### src/rtl/reg_dump_pkg.sv
// reg_dump_pkg
// Shared definitions for the register-file debug reader: register-file
// geometry (also used by the register file and CPU top) and the state
// encoding of the dump sequencer.
package reg_dump_pkg;

    localparam int DATA_WIDTH = 8;
    localparam int ADDR_WIDTH = 3;
    localparam int NUM_REGS   = 8;

    typedef enum logic [1:0] {
        ST_IDLE = 2'd0,
        ST_READ = 2'd1,
        ST_SEND = 2'd2,
        ST_DONE = 2'd3
    } dump_state_t;

endpackage

### src/rtl/reg_dump_unit.sv
// reg_dump_unit
// Sequential debug reader for the CPU register file. On START it walks the
// address range FIRST_ADDR..LAST_ADDR (wrapping modulo NUM_REGS), drives each
// address onto a spare read port, captures the read data one edge later and
// presents {DOUT_ADDR, DOUT} to a consumer over a valid/ready handshake.
//
// Ports:
//   CLK, RESET          clock, synchronous active-high reset
//   START               dump request, honoured only while idle
//   FIRST_ADDR          first register of the range (latched with START)
//   LAST_ADDR           last register of the range (latched with START)
//   RADDR               register-file read address
//   RDATA               register-file read data
//   DOUT, DOUT_ADDR     captured value and the register it came from
//   DOUT_VALID          beat valid
//   DOUT_READY          consumer accepts the current beat
//   DOUT_LAST           current beat is the last of the range
//   BUSY                a dump is in progress
//   DONE                one-cycle pulse after the final beat is accepted
module reg_dump_unit
    import reg_dump_pkg::*;
#(
    parameter int DATA_WIDTH = reg_dump_pkg::DATA_WIDTH,
    parameter int ADDR_WIDTH = reg_dump_pkg::ADDR_WIDTH,
    parameter int NUM_REGS   = reg_dump_pkg::NUM_REGS
) (
    input  logic                  CLK,
    input  logic                  RESET,
    input  logic                  START,
    input  logic [ADDR_WIDTH-1:0] FIRST_ADDR,
    input  logic [ADDR_WIDTH-1:0] LAST_ADDR,
    output logic [ADDR_WIDTH-1:0] RADDR,
    input  logic [DATA_WIDTH-1:0] RDATA,
    output logic [DATA_WIDTH-1:0] DOUT,
    output logic [ADDR_WIDTH-1:0] DOUT_ADDR,
    output logic                  DOUT_VALID,
    input  logic                  DOUT_READY,
    output logic                  DOUT_LAST,
    output logic                  BUSY,
    output logic                  DONE
);

    dump_state_t           r_state;
    dump_state_t           w_state_nxt;
    logic [ADDR_WIDTH-1:0] r_addr;
    logic [ADDR_WIDTH-1:0] r_end;
    logic [DATA_WIDTH-1:0] r_dout;
    logic [ADDR_WIDTH-1:0] r_dout_addr;
    logic                  r_dout_valid;
    logic                  r_dout_last;
    logic                  w_accept;
    logic [ADDR_WIDTH-1:0] w_addr_inc;

    assign w_accept   = r_dout_valid & DOUT_READY;
    // Explicit wrap keeps the walk correct even if NUM_REGS is not a power of two.
    assign w_addr_inc = (r_addr == ADDR_WIDTH'(NUM_REGS - 1)) ? '0 : r_addr + 1'b1;

    // The address counter doubles as the read-port address: it is loaded on
    // START and only advances on an accepted beat, so RADDR is correct for
    // every READ cycle and simply holds its last value elsewhere.
    assign RADDR      = r_addr;
    assign DOUT       = r_dout;
    assign DOUT_ADDR  = r_dout_addr;
    assign DOUT_VALID = r_dout_valid;
    assign DOUT_LAST  = r_dout_last;

    // State register
    always_ff @(posedge CLK) begin
        if (RESET) begin
            r_state <= ST_IDLE;
        end else begin
            r_state <= w_state_nxt;
        end
    end

    // Next-state logic
    always_comb begin
        w_state_nxt = r_state;
        case (r_state)
            ST_IDLE: if (START) w_state_nxt = ST_READ;
            ST_READ: w_state_nxt = ST_SEND;
            ST_SEND: begin
                if (w_accept) w_state_nxt = r_dout_last ? ST_DONE : ST_READ;
            end
            ST_DONE: w_state_nxt = ST_IDLE;
            default: w_state_nxt = ST_IDLE;
        endcase
    end

    // Status outputs
    always_comb begin
        BUSY = (r_state != ST_IDLE);
        DONE = (r_state == ST_DONE);
    end

    // Datapath: range registers, read capture and output beat.
    // A reset mid-dump drops the pending beat along with the sequence.
    always_ff @(posedge CLK) begin
        if (RESET) begin
            r_addr       <= '0;
            r_end        <= '0;
            r_dout       <= '0;
            r_dout_addr  <= '0;
            r_dout_valid <= 1'b0;
            r_dout_last  <= 1'b0;
        end else begin
            case (r_state)
                ST_IDLE: begin
                    if (START) begin
                        r_addr <= FIRST_ADDR;
                        r_end  <= LAST_ADDR;
                    end
                end
                ST_READ: begin
                    r_dout       <= RDATA;
                    r_dout_addr  <= r_addr;
                    r_dout_last  <= (r_addr == r_end);
                    r_dout_valid <= 1'b1;
                end
                ST_SEND: begin
                    if (w_accept) begin
                        r_dout_valid <= 1'b0;
                        if (!r_dout_last) r_addr <= w_addr_inc;
                    end
                end
                default: ;
            endcase
        end
    end

endmodule

### config.mk
export PLATFORM = sky130hd
export DESIGN_NAME = reg_dump_unit
export DESIGN_NICKNAME = d
export VERILOG_FILES = /design/src/rtl/reg_dump_pkg.sv /design/src/rtl/reg_dump_unit.sv
export SDC_FILE = /design/constraint.sdc
export NUM_CORES = 1
export LEC_CHECK = 0
export CORE_AREA = 2 2 55 52
export CTS_CLUSTER_SIZE = 40
export DETAILED_ROUTE_END_ITERATION = 10
export DIE_AREA = 0 0 57 54
export GPL_ROUTABILITY_DRIVEN = 0
export PLACE_DENSITY = 0.82
export SLEW_MARGIN = 20
export SYNTH_ARGS = -nofsm -noshare
export SYNTH_HDL_FRONTEND = slang
export SYNTH_SLANG_ARGS = --single-unit
### constraint.sdc
create_clock -name CLK -period 1.2 [get_ports CLK]
set_input_delay 0.12 -clock CLK [delete_from_list [all_inputs] [get_ports CLK]]
set_output_delay 0.12 -clock CLK [all_outputs]
set_load 0.02 [all_outputs]
==> flow_metrics.py, run 1 <==
metrics = {
    "power": {
        "p_leak_uw": 0.000583,
        "ir_worst_vdd_v": 0.000730,
        "pwr-share-comb": 0.269,
        "intPower_uw": 1090,
        "p_per_area_nw_per_um2": 1100,
        "p_clk_frac": 0.221,
        "power_switching_uw": 451,
        "switching_share": 0.292,
        "p_seq_frac": 0.510,
    },
    "clocking": {
        "cts.clk_slew.worst_paths_ns": 0.11,
        "cts_max_level": 1,
        "cts_buffers": 3,
        "clock-sinks": 21,
        "cts_root_buffer": "clkbuf_4",
        "cts_tree": "built",
        "clk_path_buf_depth": 2,
        "clock_latency_ns": 0.31,
    },
    "timing": {
        "hold_ws_ns": 0.347,
        "slew_viol_final": 0,
        "hold_violations": 0,
        "fmax_mhz": 847,
        "period_share": 0.984,
        "worst_slew_pin_slew_ns": 0.295,
        "fin_worst_skew_ns": 0.00470,
        "setup_viol": 0,
        "max_slew_margin": 0.802,
        "fin_crit_ns": 1.18,
        "rsz0062_at_grt": "true",
    },
    "route": {
        "routed_wl_microns": 2340,
        "first_pass_iters": 4,
        "wl_per_cell_microns": 13.4,
        "vias": 888,
        "vias_per_cell": 5.10,
        "drtIter0Drc": 18,
        "route.detailed.drc": 0,
        "ant_nets": 0,
    },
    "global_routing": {
        "grt_overflow_total": 0,
        "antenna_found_initial": 0,
        "grt_start_max_net_pins": 22,
        "grt_pass1_wl_microns": 3490,
        "track_usage": 0.148,
        "grt_pass1_vias": 772,
    },
    "floorplan": {
        "coreArea_sq_um": 2570,
        "std_cell_rows": 18,
        "die_w_microns": 57,
        "io_pins": 36,
        "die_area_sq_um": 3080,
        "start_util": 0.350,
        "die_h_microns": 54,
    },
    "logic_synthesis": {
        "synthCells": 100,
        "yosys.area.top_type": "dfxtp_1",
        "ys_dominant_reg_cell": "dfxtp_1",
        "syn-num-nets": 120,
        "synth_area_per_cell_sq_um": 8.98,
        "yosysUniqueCellTypes": 24,
        "synth_warnings": 0,
        "netlist_area_sq_um": 898,
        "synth_edf_count": 0,
        "synth_top_cell_area_share": 0.468,
        "synth_common_cells": "24 x nand2_1, 21 x dfxtp_1, 13 x a21oi_1",
        "ys_top_cells_by_area": "dfxtp_1 47%, nand2_1 10%, a21oi_1 7.2%",
        "async_flop_share": 0,
        "ys_ff_latch": 21,
        "seq_area_frac_synth": 0.468,
        "yosysMostFrequentCell": "nand2_1",
    },
    "final_layout": {
        "area_growth_pct": 56.1,
        "nets": 165,
        "drive_gt1_frac": 0.215,
        "num_antenna_cells": 0,
        "nFillCells": 230,
        "finish.utilization": 0.546,
    },
    "setup_path": {
        "worstSetupPathDepth": 5,
        "r2r-end": "RADDR[0]$_SDFFE_PP0P_",
        "r2r_slack_ns": 0.02,
        "worstReg2RegStart": "r_state[1]$_SDFFE_PP0P_",
        "crit_required_ns": 1.39,
        "crit_chain": "buf_8 -> nor3b_4 -> buf_6 -> a211oi_1 -> a211oi_2",
        "path_class": "flip-flop to flip-flop",
        "end_kind": "flip-flop",
        "crit_arrival_ns": 1.37,
        "worst_setup_path_start_kind": "flip-flop",
        "critPathMaxStageDelay_ns": 0.37,
        "crit_end": "RADDR[0]$_SDFFE_PP0P_",
        "crit_fanout": 11,
        "path_delay_family": "flip-flops",
        "crit_slowest_cell": "dfxtp_2",
        "rr_worst_depth": 5,
        "startpoint": "r_state[1]$_SDFFE_PP0P_",
        "crit_buf_inv": 2,
    },
    "flow_run": {
        "max_cap_violations": 0,
    },
    "placement": {
        "port_buffers": 35,
        "hpwlAfterDp_microns": 1650,
    },
    "hold_path": {
        "hp-start": "RDATA[7]",
        "holdCritPathClass": "input pin to flip-flop",
    },
    "outcome": {
        "status": "finished clean",
    },
}
-- cells in the final DEF (no fill, tap or decap), types with 3 or more instances in the layout --
cell type | Yosys | final
clkbuf_2 | 0 | 3
nand2_1 | 24 | 24
dlygate4sd2_1 | 0 | 12
nor2_1 | 6 | 6
buf_4 | 2 | 5
clkdlybuf4s50_1 | 0 | 17
buf_6 | 1 | 3
clkbuf_4 | 0 | 3
a211oi_1 | 6 | 4
a21oi_1 | 13 | 13
dfxtp_1 | 21 | 17
mux2i_1 | 6 | 6
xnor2_1 | 3 | 3
dfxtp_2 | 0 | 3
-- layout make-up --
type	instances	area, sq um	share of cell area
sequential	21	428	0.305
timing repair buffer	44	418	0.298
multi-input combinational	75	493	0.351
clock buffer	4	26.3	0.0187
tap	30	37.5	0.0268
-- state kept, by name, indices dropped and copies added (netlist names) --
name and cells:
DOUT_LAST 1, r_state 2, DOUT 8, r_end 3, DOUT_ADDR 3, RADDR 3
DOUT_VALID 1
-- metal layers --
metal | global-route usage | wire length, microns | up-vias
li1 | - | - | 429
met1 | 0.176 | 990 | 422
met2 | 0.259 | 1210 | 32
met3 | 0.0337 | 113 | 5
met4 | 0.0620 | 20 | 0
met5 | 0 | 0 | -
-- timing repair --
action,in CTS,in global routing
resized for setup,27,21
pin swaps,0,4
hold endpoints to repair,0,0
hold buffers,0,0
endpoints found under the setup margin,25,14
buffers inserted,0,2
gates cloned,1,0
-- worst min-delay path: cells and delay by family --
kind | cells | cell delay (ns)
buffers and inverters | 1 | 0.39
and+or+nand+nor | 1 | 0.06
AOI/OAI and AO/OA | 1 | 0.05
-- worst min-delay path by stage --
stage	cells after the start	slack, ns	endpoint
after CTS	3	0.35	DOUT[7]$_SDFFE_PP0P_
after detailed placement	2	0.45	DOUT[6]$_SDFFE_PP0P_
after global placement	2	0.44	DOUT[3]$_SDFFE_PP0P_
after floorplan	1	0.20	DOUT_VALID$_SDFFE_PP0P_
final	3	0.35	DOUT[7]$_SDFFE_PP0P_
after global routing	3	0.33	DOUT[4]$_SDFFE_PP0P_
-- cells by family (layout without fill, tap and decap cells) --
kind of cell | after synthesis | in the layout | synth area share
AND/OR/NAND/NOR | 42 | 43 | 0.233
AO/OA/AOI/OAI | 21 | 21 | 0.138
flip-flops | 21 | 21 | 0.468
multiplexers | 6 | 6 | 0.0669
buffers and inverters | 5 | 48 | 0.0376
XOR/XNOR | 3 | 3 | 0.0293
adder cells (fa/ha/maj) | 2 | 2 | 0.0279
-- power by group through the flow --
stage	combinational, uW	sequential [uW]	clock [uW]
final	415	787	341
after global routing	445	795	387
after CTS	380	783	342
after detailed placement	396	798	0
after global placement	385	795	0
after floorplan	166	839	0
-- through the flow --
step	TNS (ns)	power [uW]	instance area [sq um]	cells	worst slack [ns]
after detailed placement	-0.735	1190	1320	167	-0.163
after global routing	-0.312	1630	1400	174	-0.0785
after floorplan	0	1000	901	100	0.0392
final	0	1540	1400	174	0.0190
after CTS	-0.0544	1500	1340	172	-0.0235
after global placement	-0.529	1180	1320	167	-0.0878
Note: power is estimated with default switching activity, not from simulation.
==> run 2, diff against run 1 <==
--- a/config.mk
+++ b/config.mk
@@ -5,6 +5,7 @@
 export SDC_FILE = /design/constraint.sdc
 export NUM_CORES = 1
 export LEC_CHECK = 0
+export CAP_MARGIN = 20
 export CORE_AREA = 2 2 55 52
 export CTS_CLUSTER_SIZE = 40
 export DETAILED_ROUTE_END_ITERATION = 10
==> results of run 2 <==
The final DEF is identical to that of run 1; final timing and power are the same.
==> run 3, diff against run 2 <==
--- a/config.mk
+++ b/config.mk
@@ -5,11 +5,12 @@
 export SDC_FILE = /design/constraint.sdc
 export NUM_CORES = 1
 export LEC_CHECK = 0
+export ABC_AREA = 1
 export CAP_MARGIN = 20
-export CORE_AREA = 2 2 55 52
+export CORE_AREA = 2 2 59 50
 export CTS_CLUSTER_SIZE = 40
 export DETAILED_ROUTE_END_ITERATION = 10
-export DIE_AREA = 0 0 57 54
+export DIE_AREA = 0 0 61 52
 export GPL_ROUTABILITY_DRIVEN = 0
 export PLACE_DENSITY = 0.82
 export SLEW_MARGIN = 20
==> flow_metrics.py, run 3 <==
metrics = {
    "global_routing": {
        "grt_pass1_vias": 833,
        "grt_pass1_wl_microns": 3470,
        "antenna_found_initial": 0,
        "track_usage": 0.146,
        "grt_start_max_net_pins": 19,
        "grt_overflow_total": 0,
    },
    "setup_path": {
        "path_class": "flip-flop to flip-flop",
        "crit_slowest_cell": "dfxtp_2",
        "worst_setup_path_start_kind": "flip-flop",
        "rr_worst_depth": 6,
        "crit_required_ns": 1.41,
        "worstSetupPathDepth": 6,
        "crit_chain": "ha_1 -> ha_1 -> nand2_1 -> nand2_1 -> nor2_1 -> nor2_1",
        "crit_fanout": 5,
        "crit_buf_inv": 0,
        "critPathMaxStageDelay_ns": 0.36,
        "crit_arrival_ns": 1.38,
        "path_delay_family": "adder cells",
        "r2r_slack_ns": 0.02,
        "worstReg2RegStart": "RADDR[0]$_SDFFE_PP0P_",
        "end_kind": "flip-flop",
        "r2r-end": "RADDR[2]$_SDFFE_PP0P_",
    },
    "logic_synthesis": {
        "yosysMostFrequentCell": "nand2_1",
        "ys_ff_latch": 21,
        "async_flop_share": 0,
        "synth_edf_count": 0,
        "ys_top_cells_by_area": "dfxtp_1 45%, nand2_1 11%, nor2_1 11%",
        "syn-num-nets": 144,
        "synth_warnings": 0,
        "netlist_area_sq_um": 927,
        "seq_area_frac_synth": 0.453,
        "synth_area_per_cell_sq_um": 7.48,
        "yosysUniqueCellTypes": 19,
        "synthCells": 124,
        "synth_top_cell_area_share": 0.453,
        "synth_common_cells": "28 x nand2_1, 27 x nor2_1, 21 x dfxtp_1, 9 x inv_1",
        "ys_dominant_reg_cell": "dfxtp_1",
        "yosys.area.top_type": "dfxtp_1",
    },
    "floorplan": {
        "die_area_sq_um": 3170,
        "die_w_microns": 61,
        "die_h_microns": 52,
        "coreArea_sq_um": 2620,
        "start_util": 0.354,
        "io_pins": 36,
        "std_cell_rows": 17,
    },
    "placement": {
        "port_buffers": 35,
        "hpwlAfterDp_microns": 1670,
        "placedCellCount": 203,
        "pre_cts_slack_ns": -0.0787,
    },
    "timing": {
        "hold_ws_ns": 0.388,
        "fin_worst_skew_ns": 0.00118,
        "hold_violations": 0,
        "setup_viol": 0,
        "slew_viol_final": 0,
        "fin_crit_ns": 1.18,
        "worst_slew_pin_slew_ns": 0.479,
        "max_slew_margin": 0.681,
        "period_share": 0.979,
        "setup_ws_ns": 0.0248,
        "fmax_mhz": 851,
        "rsz0062_at_grt": "true",
    },
    "power": {
        "pwr-share-comb": 0.427,
        "power_switching_uw": 829,
        "ir_worst_vdd_v": 0.000806,
        "p_per_area_nw_per_um2": 1560,
        "p_leak_uw": 0.000695,
        "switching_share": 0.377,
        "intPower_uw": 1370,
        "p_clk_frac": 0.154,
        "p_seq_frac": 0.419,
    },
    "clocking": {
        "clock_latency_ns": 0.30,
        "postCtsHoldBufs": 0,
        "cts_max_level": 1,
        "cts_root_buffer": "clkbuf_4",
        "clk_path_buf_depth": 2,
        "cts_tree": "built",
        "clock-sinks": 21,
        "cts.clk_slew.worst_paths_ns": 0.11,
        "cts_buffers": 3,
    },
    "route": {
        "vias": 921,
        "met1_length_microns": 1030,
        "vias_per_cell": 4.36,
        "wl_per_cell_microns": 10.8,
        "route.detailed.drc": 0,
        "drtIter0Drc": 18,
        "met3_length_microns": 132,
        "maxUsedRoutingLayer": "met3",
        "first_pass_iters": 4,
        "routed_wl_microns": 2270,
        "ant_nets": 0,
        "wl_met2_microns": 1110,
    },
    "final_layout": {
        "num_antenna_cells": 0,
        "nets": 194,
        "drive_gt1_frac": 0.179,
        "nFillCells": 263,
        "largest_reg_flops": 8,
        "final_cell_mix": "28 x nand2_1, 26 x nor2_1, 18 x dfxtp_1",
        "layout_commonest_cell": "nand2_1",
        "area_growth_pct": 51.8,
        "final_cells": 211,
    },
    "hold_path": {
        "hold_end": "DOUT[0]$_SDFFE_PP0P_",
        "hp-start": "RDATA[0]",
        "holdCritPathClass": "input pin to flip-flop",
        "holdPathStages": 3,
    },
    "outcome": {
        "status": "finished clean",
    },
    "flow_run": {
        "max_cap_violations": 0,
    },
}
-- run 3: changes by cell type after synthesis, sizes merged, moves of 3 or more --
cell and change:
nand2 +6, nand3 +3, a21oi -5, nor2 +23
inv +12, o21ai +14, mux2i -6, a211oi -5
-- run 3: cell type report --
cell class / instances / area, sq um / share of cell area
clock buffers: 4 / 26.3 / 0.0187
flip-flops and latches: 21 / 427 / 0.303
well taps: 38 / 47.5 / 0.0338
multi-input cells: 89 / 442 / 0.314
repair buffers: 47 / 420 / 0.299
inverters: 12 / 45.0 / 0.0320
-- run 3: tightest hold or removal path, delay by kind of cell --
kind / cells / cell delay (ns)
buffers and inverters: 1 / 0.39
and+or+nand+nor: 2 / 0.15
-- run 3: logic make-up (layout without fill, tap and decap cells) --
kind of cell / count (synthesis) / in the layout / share of synthesized area
and+or+nand+nor: 62 / 62 / 0.290
AOI/OAI and AO/OA: 24 / 24 / 0.138
DFF: 21 / 21 / 0.453
buffers and inverters: 14 / 63 / 0.0823
adders and majority gates: 2 / 2 / 0.0270
xor gates and xnor gates: 1 / 1 / 0.00945
-- run 3: per-stage QoR --
stage	setup TNS (ns)	total power, uW	util	area, sq um
floorplan	0	1460	-	928
global placement	-0.219	1870	0.518	1360
detailed placement	-0.605	1890	0.518	1360
CTS	-0.00722	2150	0.522	1370
global route	-0.122	2350	0.538	1410
finish	0	2200	0.538	1410
-- run 3: worst max-delay path by stage --
stage                       startpoint  slack, ns                        end
4_1_cts        r_state[1]$_SDFFE_PP0P_     -0.007                       BUSY
6_report         RADDR[0]$_SDFFE_PP0P_       0.02      RADDR[2]$_SDFFE_PP0P_
2_1_floorplan    RADDR[1]$_SDFFE_PP0P_      0.002      RADDR[2]$_SDFFE_PP0P_
3_3_place_gp                     RESET      -0.04      r_end[1]$_SDFFE_PP0P_
3_5_place_dp                     RESET      -0.08  DOUT_ADDR[0]$_SDFFE_PP0P_
5_1_grt          RADDR[0]$_SDFFE_PP0P_      -0.06      RADDR[2]$_SDFFE_PP0P_
-- run 3: per-layer routing --
metal | vias to the layer above | GRT usage
met5 | - | 0
met4 | 0 | 0.0217
met3 | 0 | 0.0547
met2 | 25 | 0.242
met1 | 409 | 0.184
li1 | 487 | -
-- run 3: power by group through the flow --
stage	clock network, uW	registers (uW)	logic (uW)
6_report	338	922	941
2_1_floorplan	0	1060	406
5_1_grt	366	941	1040
3_5_place_dp	0	932	961
3_3_place_gp	0	929	940
4_1_cts	343	916	894
-- run 3: repair_timing --
action                     in CTS  in global routing
setup buffers                   0                  4
setup endpoints to repair      18                 16
pin swaps                       0                  3
resized for setup              23                 11
